$ cat src/rtl/rv_axi4_read_arbiter.sv
// rv_axi4_read_arbiter
// Round-robin arbiter sharing one AXI4 read-slave port among NUM_MASTERS
// read masters. Only one burst is in flight at a time. The granted master
// owns the R channel until the slave's last beat completes its handshake.
// Packed AR/R fields use the rv_axi4 encodings (burst, cache, prot, lock,
// resp) bit-for-bit. They are carried here as plain vectors.
//
//   state  | meaning
//   -------+----------------------------------------------------------
//   IDLE   | arbitrate; accept the winner's AR and capture its payload
//   ADDR   | present the registered AR to the slave until s_arready
//   DATA   | route R beats between slave and owner until rlast handshake
module rv_axi4_read_arbiter #(
  parameter int NUM_MASTERS = 2,
  parameter int ADDR_WIDTH  = 32,
  parameter int DATA_WIDTH  = 32,
  parameter int ID_WIDTH    = 4,
  localparam int GW         = (NUM_MASTERS > 1) ? $clog2(NUM_MASTERS) : 1
) (
  input  logic                              clk,
  input  logic                              rst_n,
  // master AR channels
  input  logic [NUM_MASTERS-1:0]            m_arvalid,
  output logic [NUM_MASTERS-1:0]            m_arready,
  input  logic [NUM_MASTERS*ID_WIDTH-1:0]   m_arid,
  input  logic [NUM_MASTERS*ADDR_WIDTH-1:0] m_araddr,
  input  logic [NUM_MASTERS*8-1:0]          m_arlen,
  input  logic [NUM_MASTERS*3-1:0]          m_arsize,
  input  logic [NUM_MASTERS*2-1:0]          m_arburst,
  input  logic [NUM_MASTERS*4-1:0]          m_arcache,
  input  logic [NUM_MASTERS*3-1:0]          m_arprot,
  input  logic [NUM_MASTERS-1:0]            m_arlock,
  // master R channels
  output logic [NUM_MASTERS-1:0]            m_rvalid,
  input  logic [NUM_MASTERS-1:0]            m_rready,
  output logic [ID_WIDTH-1:0]               m_rid,
  output logic [DATA_WIDTH-1:0]             m_rdata,
  output logic [1:0]                        m_rresp,
  output logic                              m_rlast,
  // slave AR channel
  output logic                              s_arvalid,
  input  logic                              s_arready,
  output logic [ID_WIDTH-1:0]               s_arid,
  output logic [ADDR_WIDTH-1:0]             s_araddr,
  output logic [7:0]                        s_arlen,
  output logic [2:0]                        s_arsize,
  output logic [1:0]                        s_arburst,
  output logic [3:0]                        s_arcache,
  output logic [2:0]                        s_arprot,
  output logic                              s_arlock,
  // slave R channel
  input  logic                              s_rvalid,
  output logic                              s_rready,
  input  logic [ID_WIDTH-1:0]               s_rid,
  input  logic [DATA_WIDTH-1:0]             s_rdata,
  input  logic [1:0]                        s_rresp,
  input  logic                              s_rlast,
  // status
  output logic [GW-1:0]                     grant,
  output logic                              busy
);

  localparam logic [1:0] S_IDLE = 2'd0;
  localparam logic [1:0] S_ADDR = 2'd1;
  localparam logic [1:0] S_DATA = 2'd2;

  logic [1:0]            state_q,   state_d;
  logic [GW-1:0]         grant_q,   grant_d;
  logic [GW-1:0]         rr_ptr_q,  rr_ptr_d;
  logic [ID_WIDTH-1:0]   arid_q,    arid_d;
  logic [ADDR_WIDTH-1:0] araddr_q,  araddr_d;
  logic [7:0]            arlen_q,   arlen_d;
  logic [2:0]            arsize_q,  arsize_d;
  logic [1:0]            arburst_q, arburst_d;
  logic [3:0]            arcache_q, arcache_d;
  logic [2:0]            arprot_q,  arprot_d;
  logic                  arlock_q,  arlock_d;

  logic                  found;
  int                    win_idx;
  int                    idx;

  // Round-robin search: first requester at or above rr_ptr, wrapping.
  always_comb begin
    found   = 1'b0;
    win_idx = 0;
    idx     = 0;
    for (int off = 0; off < NUM_MASTERS; off++) begin
      idx = int'(rr_ptr_q) + off;
      if (idx >= NUM_MASTERS) idx = idx - NUM_MASTERS;
      if (!found && m_arvalid[idx]) begin
        found   = 1'b1;
        win_idx = idx;
      end
    end
  end

  // Next-state, grant/pointer update and AR payload capture.
  always_comb begin
    state_d   = state_q;
    grant_d   = grant_q;
    rr_ptr_d  = rr_ptr_q;
    arid_d    = arid_q;
    araddr_d  = araddr_q;
    arlen_d   = arlen_q;
    arsize_d  = arsize_q;
    arburst_d = arburst_q;
    arcache_d = arcache_q;
    arprot_d  = arprot_q;
    arlock_d  = arlock_q;
    case (state_q)
      S_IDLE: begin
        if (found) begin
          state_d   = S_ADDR;
          grant_d   = GW'(win_idx);
          rr_ptr_d  = (win_idx == NUM_MASTERS - 1) ? '0 : GW'(win_idx + 1);
          arid_d    = m_arid[win_idx*ID_WIDTH +: ID_WIDTH];
          araddr_d  = m_araddr[win_idx*ADDR_WIDTH +: ADDR_WIDTH];
          arlen_d   = m_arlen[win_idx*8 +: 8];
          arsize_d  = m_arsize[win_idx*3 +: 3];
          arburst_d = m_arburst[win_idx*2 +: 2];
          arcache_d = m_arcache[win_idx*4 +: 4];
          arprot_d  = m_arprot[win_idx*3 +: 3];
          arlock_d  = m_arlock[win_idx];
        end
      end
      S_ADDR: begin
        if (s_arready) state_d = S_DATA;
      end
      S_DATA: begin
        // Beats are not counted; rlast alone ends ownership.
        if (s_rvalid && s_rready && s_rlast) state_d = S_IDLE;
      end
      default: state_d = S_IDLE;
    endcase
  end

  // Per-master handshake steering: AR accept in IDLE, R valid to the owner.
  always_comb begin
    m_arready = '0;
    m_rvalid  = '0;
    for (int i = 0; i < NUM_MASTERS; i++) begin
      m_arready[i] = (state_q == S_IDLE) && found && (win_idx == i);
      m_rvalid[i]  = (state_q == S_DATA) && s_rvalid && (int'(grant_q) == i);
    end
  end

  assign s_rready  = (state_q == S_DATA) && m_rready[grant_q];
  assign s_arvalid = (state_q == S_ADDR);
  assign busy      = (state_q != S_IDLE);
  assign grant     = grant_q;

  assign s_arid    = arid_q;
  assign s_araddr  = araddr_q;
  assign s_arlen   = arlen_q;
  assign s_arsize  = arsize_q;
  assign s_arburst = arburst_q;
  assign s_arcache = arcache_q;
  assign s_arprot  = arprot_q;
  assign s_arlock  = arlock_q;

  // R payload is broadcast; only the owner sees m_rvalid.
  assign m_rid     = s_rid;
  assign m_rdata   = s_rdata;
  assign m_rresp   = s_rresp;
  assign m_rlast   = s_rlast;

  // State and AR payload registers; reset abandons any in-flight burst.
  always_ff @(posedge clk) begin
    if (!rst_n) begin
      state_q   <= S_IDLE;
      grant_q   <= '0;
      rr_ptr_q  <= '0;
      arid_q    <= '0;
      araddr_q  <= '0;
      arlen_q   <= '0;
      arsize_q  <= '0;
      arburst_q <= '0;
      arcache_q <= '0;
      arprot_q  <= '0;
      arlock_q  <= 1'b0;
    end else begin
      state_q   <= state_d;
      grant_q   <= grant_d;
      rr_ptr_q  <= rr_ptr_d;
      arid_q    <= arid_d;
      araddr_q  <= araddr_d;
      arlen_q   <= arlen_d;
      arsize_q  <= arsize_d;
      arburst_q <= arburst_d;
      arcache_q <= arcache_d;
      arprot_q  <= arprot_d;
      arlock_q  <= arlock_d;
    end
  end

endmodule

$ cat config.mk
export PLATFORM = sky130hd
export DESIGN_NAME = rv_axi4_read_arbiter
export DESIGN_NICKNAME = d
export VERILOG_FILES = /design/src/rtl/rv_axi4_read_arbiter.sv
export SDC_FILE = /design/constraint.sdc
export NUM_CORES = 1
export LEC_CHECK = 0
export ABC_AREA = 1
export ABC_CLOCK_PERIOD_IN_PS = 1400
export CELL_PAD_IN_SITES_DETAIL_PLACEMENT = 0
export CELL_PAD_IN_SITES_GLOBAL_PLACEMENT = 1
export CORE_ASPECT_RATIO = 0.7
export CORE_MARGIN = 4
export CORE_UTILIZATION = 22
export CTS_CLUSTER_SIZE = 10
export DETAILED_ROUTE_END_ITERATION = 10
export HOLD_SLACK_MARGIN = 0.02
export PLACE_DENSITY = 0.84
export SYNTH_ARGS = -nofsm -noshare
export SYNTH_HDL_FRONTEND = slang
export SYNTH_SLANG_ARGS = --single-unit
$ cat constraint.sdc
create_clock -name clk -period 1.4 [get_ports clk]
set_input_delay 0.21 -clock clk [delete_from_list [all_inputs] [get_ports clk]]
set_output_delay 0.21 -clock clk [all_outputs]
set_load 0.005 [all_outputs]
==> metrics.yaml <==
hold_viol: 0
power_frac_comb: 0.322
p_int_mw: 4.72
cts.clk_slew.worst_paths_ns: 0.05
power_switching_mw: 1.96
worstHoldPathType: "input pin to flop"
cts_tree: "done"
multi_input_area_um2: 1650
synth_top_cell_area_share: 0.352
whs_ns: 0.264
violations: "setup timing"
slew_headroom: 0.732
worstPathMaxFanout: 17
cts.sinks: 61
vias_per_cell: 4.52
die_w_um: 158
ant_nets: 0
die-area_um2: 17900
grt_pass1_vias: 3864
synth-edff-count: 0
diodes: 0
cts_root_buf: "clkbuf_16"
dr.pass1.iters: 4
finalMaxSlewViolations: 0
wirelength_um: 14300
startpoint_type: "flop"
path_class: "flop to flop"
setup_viol: 60
fp.coreArea_um2: 15500
drt_iter0_drc: 231
die_height_um: 113
fin_crit_sh: 1.12
pin_count: 265
drive_above_1_share: 0.170
skew_ns: 0.00986
syn_avg_cell_area_um2: 6.59
dpl.hpwl_um: 9170
worst_setup_path_end_kind: "flop"
slowest_delay_ns: 0.33
synth.cell_area_um2: 3470
grt_overflow: 0
power.total_mw: 6.68
grt_pass1_wl_um: 20100
ys_warn_count: 0
ys_ff_latch: 61
tightest_slew_ns: 0.400
pwr-share-seq: 0.305
critPathSlowestCell: "dfxtp_2"
final.setup.worst_slack_ns: -0.168
synth_cells: 526
ys_types: 14
clock_path_buffers: 2
synthTopCellsByCount: "nand2_1 (130), nand3_1 (112), inv_1 (69)"
hold_buffers: 0
synth_area_leaders: "dfxtp_1 (35%), nand3_1 (16%), nand2_1 (14%)"
status: "finished with violations"
synth_nets: 687
htreeDepth: 3
clkPwrFrac: 0.373
detail_route.wl_per_cell_um: 16.0
crit_buf_inv: 6
peakVddDrop_uv: 480
cp_cell_sequence: "buf_6 > buf_6 > nor2_4 > buf_6 > buf_6 > o21ai_4 > clkbuf_16 > nand2_1 > nand3_1 > nand2_1 > inv_1"
grt_usage: 0.141
rsz0062_at_grt: "yes"
drc: 0
yosys.area.top_type: "dfxtp_1"
setup_tns_ns: -7.16
synth_flop_cell: "dfxtp_1"
yosysMostFrequentCell: "nand2_1"
antenna_found_initial: 0
p_per_area_nw_per_um2: 1090
place_area_um2: 5380
clk_latency_ns: 0.33
num_vias: 4036
fillers: 1590
yosysSeqAreaShare: 0.352
cp_data_required_time_ns: 1.62
fin_area_um2: 6140
period_minus_slack_ns: 1.57
num-nets-final: 849
netSwitchingFraction: 0.293
rows: 38
synthArstFlopShare: 0
place.gp.congestion: 0.765
fmax_mhz: 638
numCtsBuffers: 9
leakagePower_nw: 3.40
cp.arrival_ns: 1.79
initial_core_util: 0.224
syn_to_final_growth_pct: 77.2
critical_path.most_common_cell: "buf_6"
maxCapViolCount: 0
grt_max_degree: 36
regArea_um2: 1230
numPortBuffers: 188
crit_family: "buffers and inverters"
[layer usage]
metal | vias up | track usage | routed length (um)
met1 | 1864 | 0.176 | 6420
met2 | 151 | 0.228 | 6440
met4 | 0 | 0.0313 | 169
li1 | 2002 | - | -
met3 | 19 | 0.0604 | 1290
met5 | - | 0 | 0
[registers in the layout, indices dropped and copies added, names as in the netlist]
name / count
grant: 1
rr_ptr_q: 1
s_araddr: 32
s_arburst: 2
s_arcache: 4
s_arid: 4
s_arlen: 8
s_arlock: 1
s_arprot: 3
s_arsize: 3
state_q: 2
[worst min-delay path, stage by stage]
cell and delay [ns]:
buf_2 0.10, inv_1 0.12, a21oi_2 0.12
[per-stage QoR]
step,setup slack (ns),std cells,util
after global routing,-0.240,893,0.397
after floorplan,0.235,526,-
after CTS,-0.190,883,0.371
final,-0.168,893,0.397
after global placement,-0.383,861,0.348
after detailed placement,-0.405,861,0.348
[placed cells by master (no fill, tap or decap), drive strengths merged, types with 20 or more instances in the layout]
cell type / count
nand3: 112
clkbuf: 20
inv: 69
dfxtp: 61
dlygate4sd2: 37
buf: 43
clkdlybuf4s50: 122
dlymetal6s2s: 20
nand4: 55
nand2: 130
[logic make-up after synthesis]
| group | Yosys count | share of synthesized area |
|---|---|---|
| compound gates | 6 | 0.00975 |
| flops | 61 | 0.352 |
| simple gates | 309 | 0.417 |
| buf+inv | 150 | 0.221 |
[worst paths after layout]
| path | startpoint | endpoint | slack, ns | cells past startpoint |
|---|---|---|---|---|
| worst max-delay path | state_q[1] | s_araddr[31] | -0.17 | 11 |
| worst max register to register | state_q[1] | s_araddr[31] | -0.17 | 11 |
| worst min-delay path | rst_n | rr_ptr_q | 0.26 | 3 |
| worst min register to register | rr_ptr_q | rr_ptr_q | 0.47 | 2 |
[power by group through the flow]
stage | combinational, mW | clock, mW | sequential, mW
after global placement | 1.89 | 0 | 2.05
after global routing | 2.34 | 2.66 | 2.06
after detailed placement | 1.89 | 0 | 2.06
after CTS | 1.86 | 2.59 | 2.02
final | 2.15 | 2.49 | 2.04
after floorplan | 0.878 | 0 | 2.07
[repair_timing]
action | 4_1_cts | 5_1_grt
resized for setup | 72 | 76
cloned | 0 | 7
setup endpoints to repair | 44 | 85
pin swaps | 3 | 6
setup buffers | 6 | 3
[layout make-up]
| cell class | count | area share |
|---|---|---|
| Clock inverter | 5 | 0.0134 |
| Clock buffer | 11 | 0.0411 |
| Timing Repair Buffer | 232 | 0.394 |
| Multi-Input combinational cell | 315 | 0.268 |
| Tap cell | 200 | 0.0407 |
| Sequential cell | 61 | 0.201 |
| Inverter | 69 | 0.0422 |
Note: power is estimated with default switching activity, not from simulation.
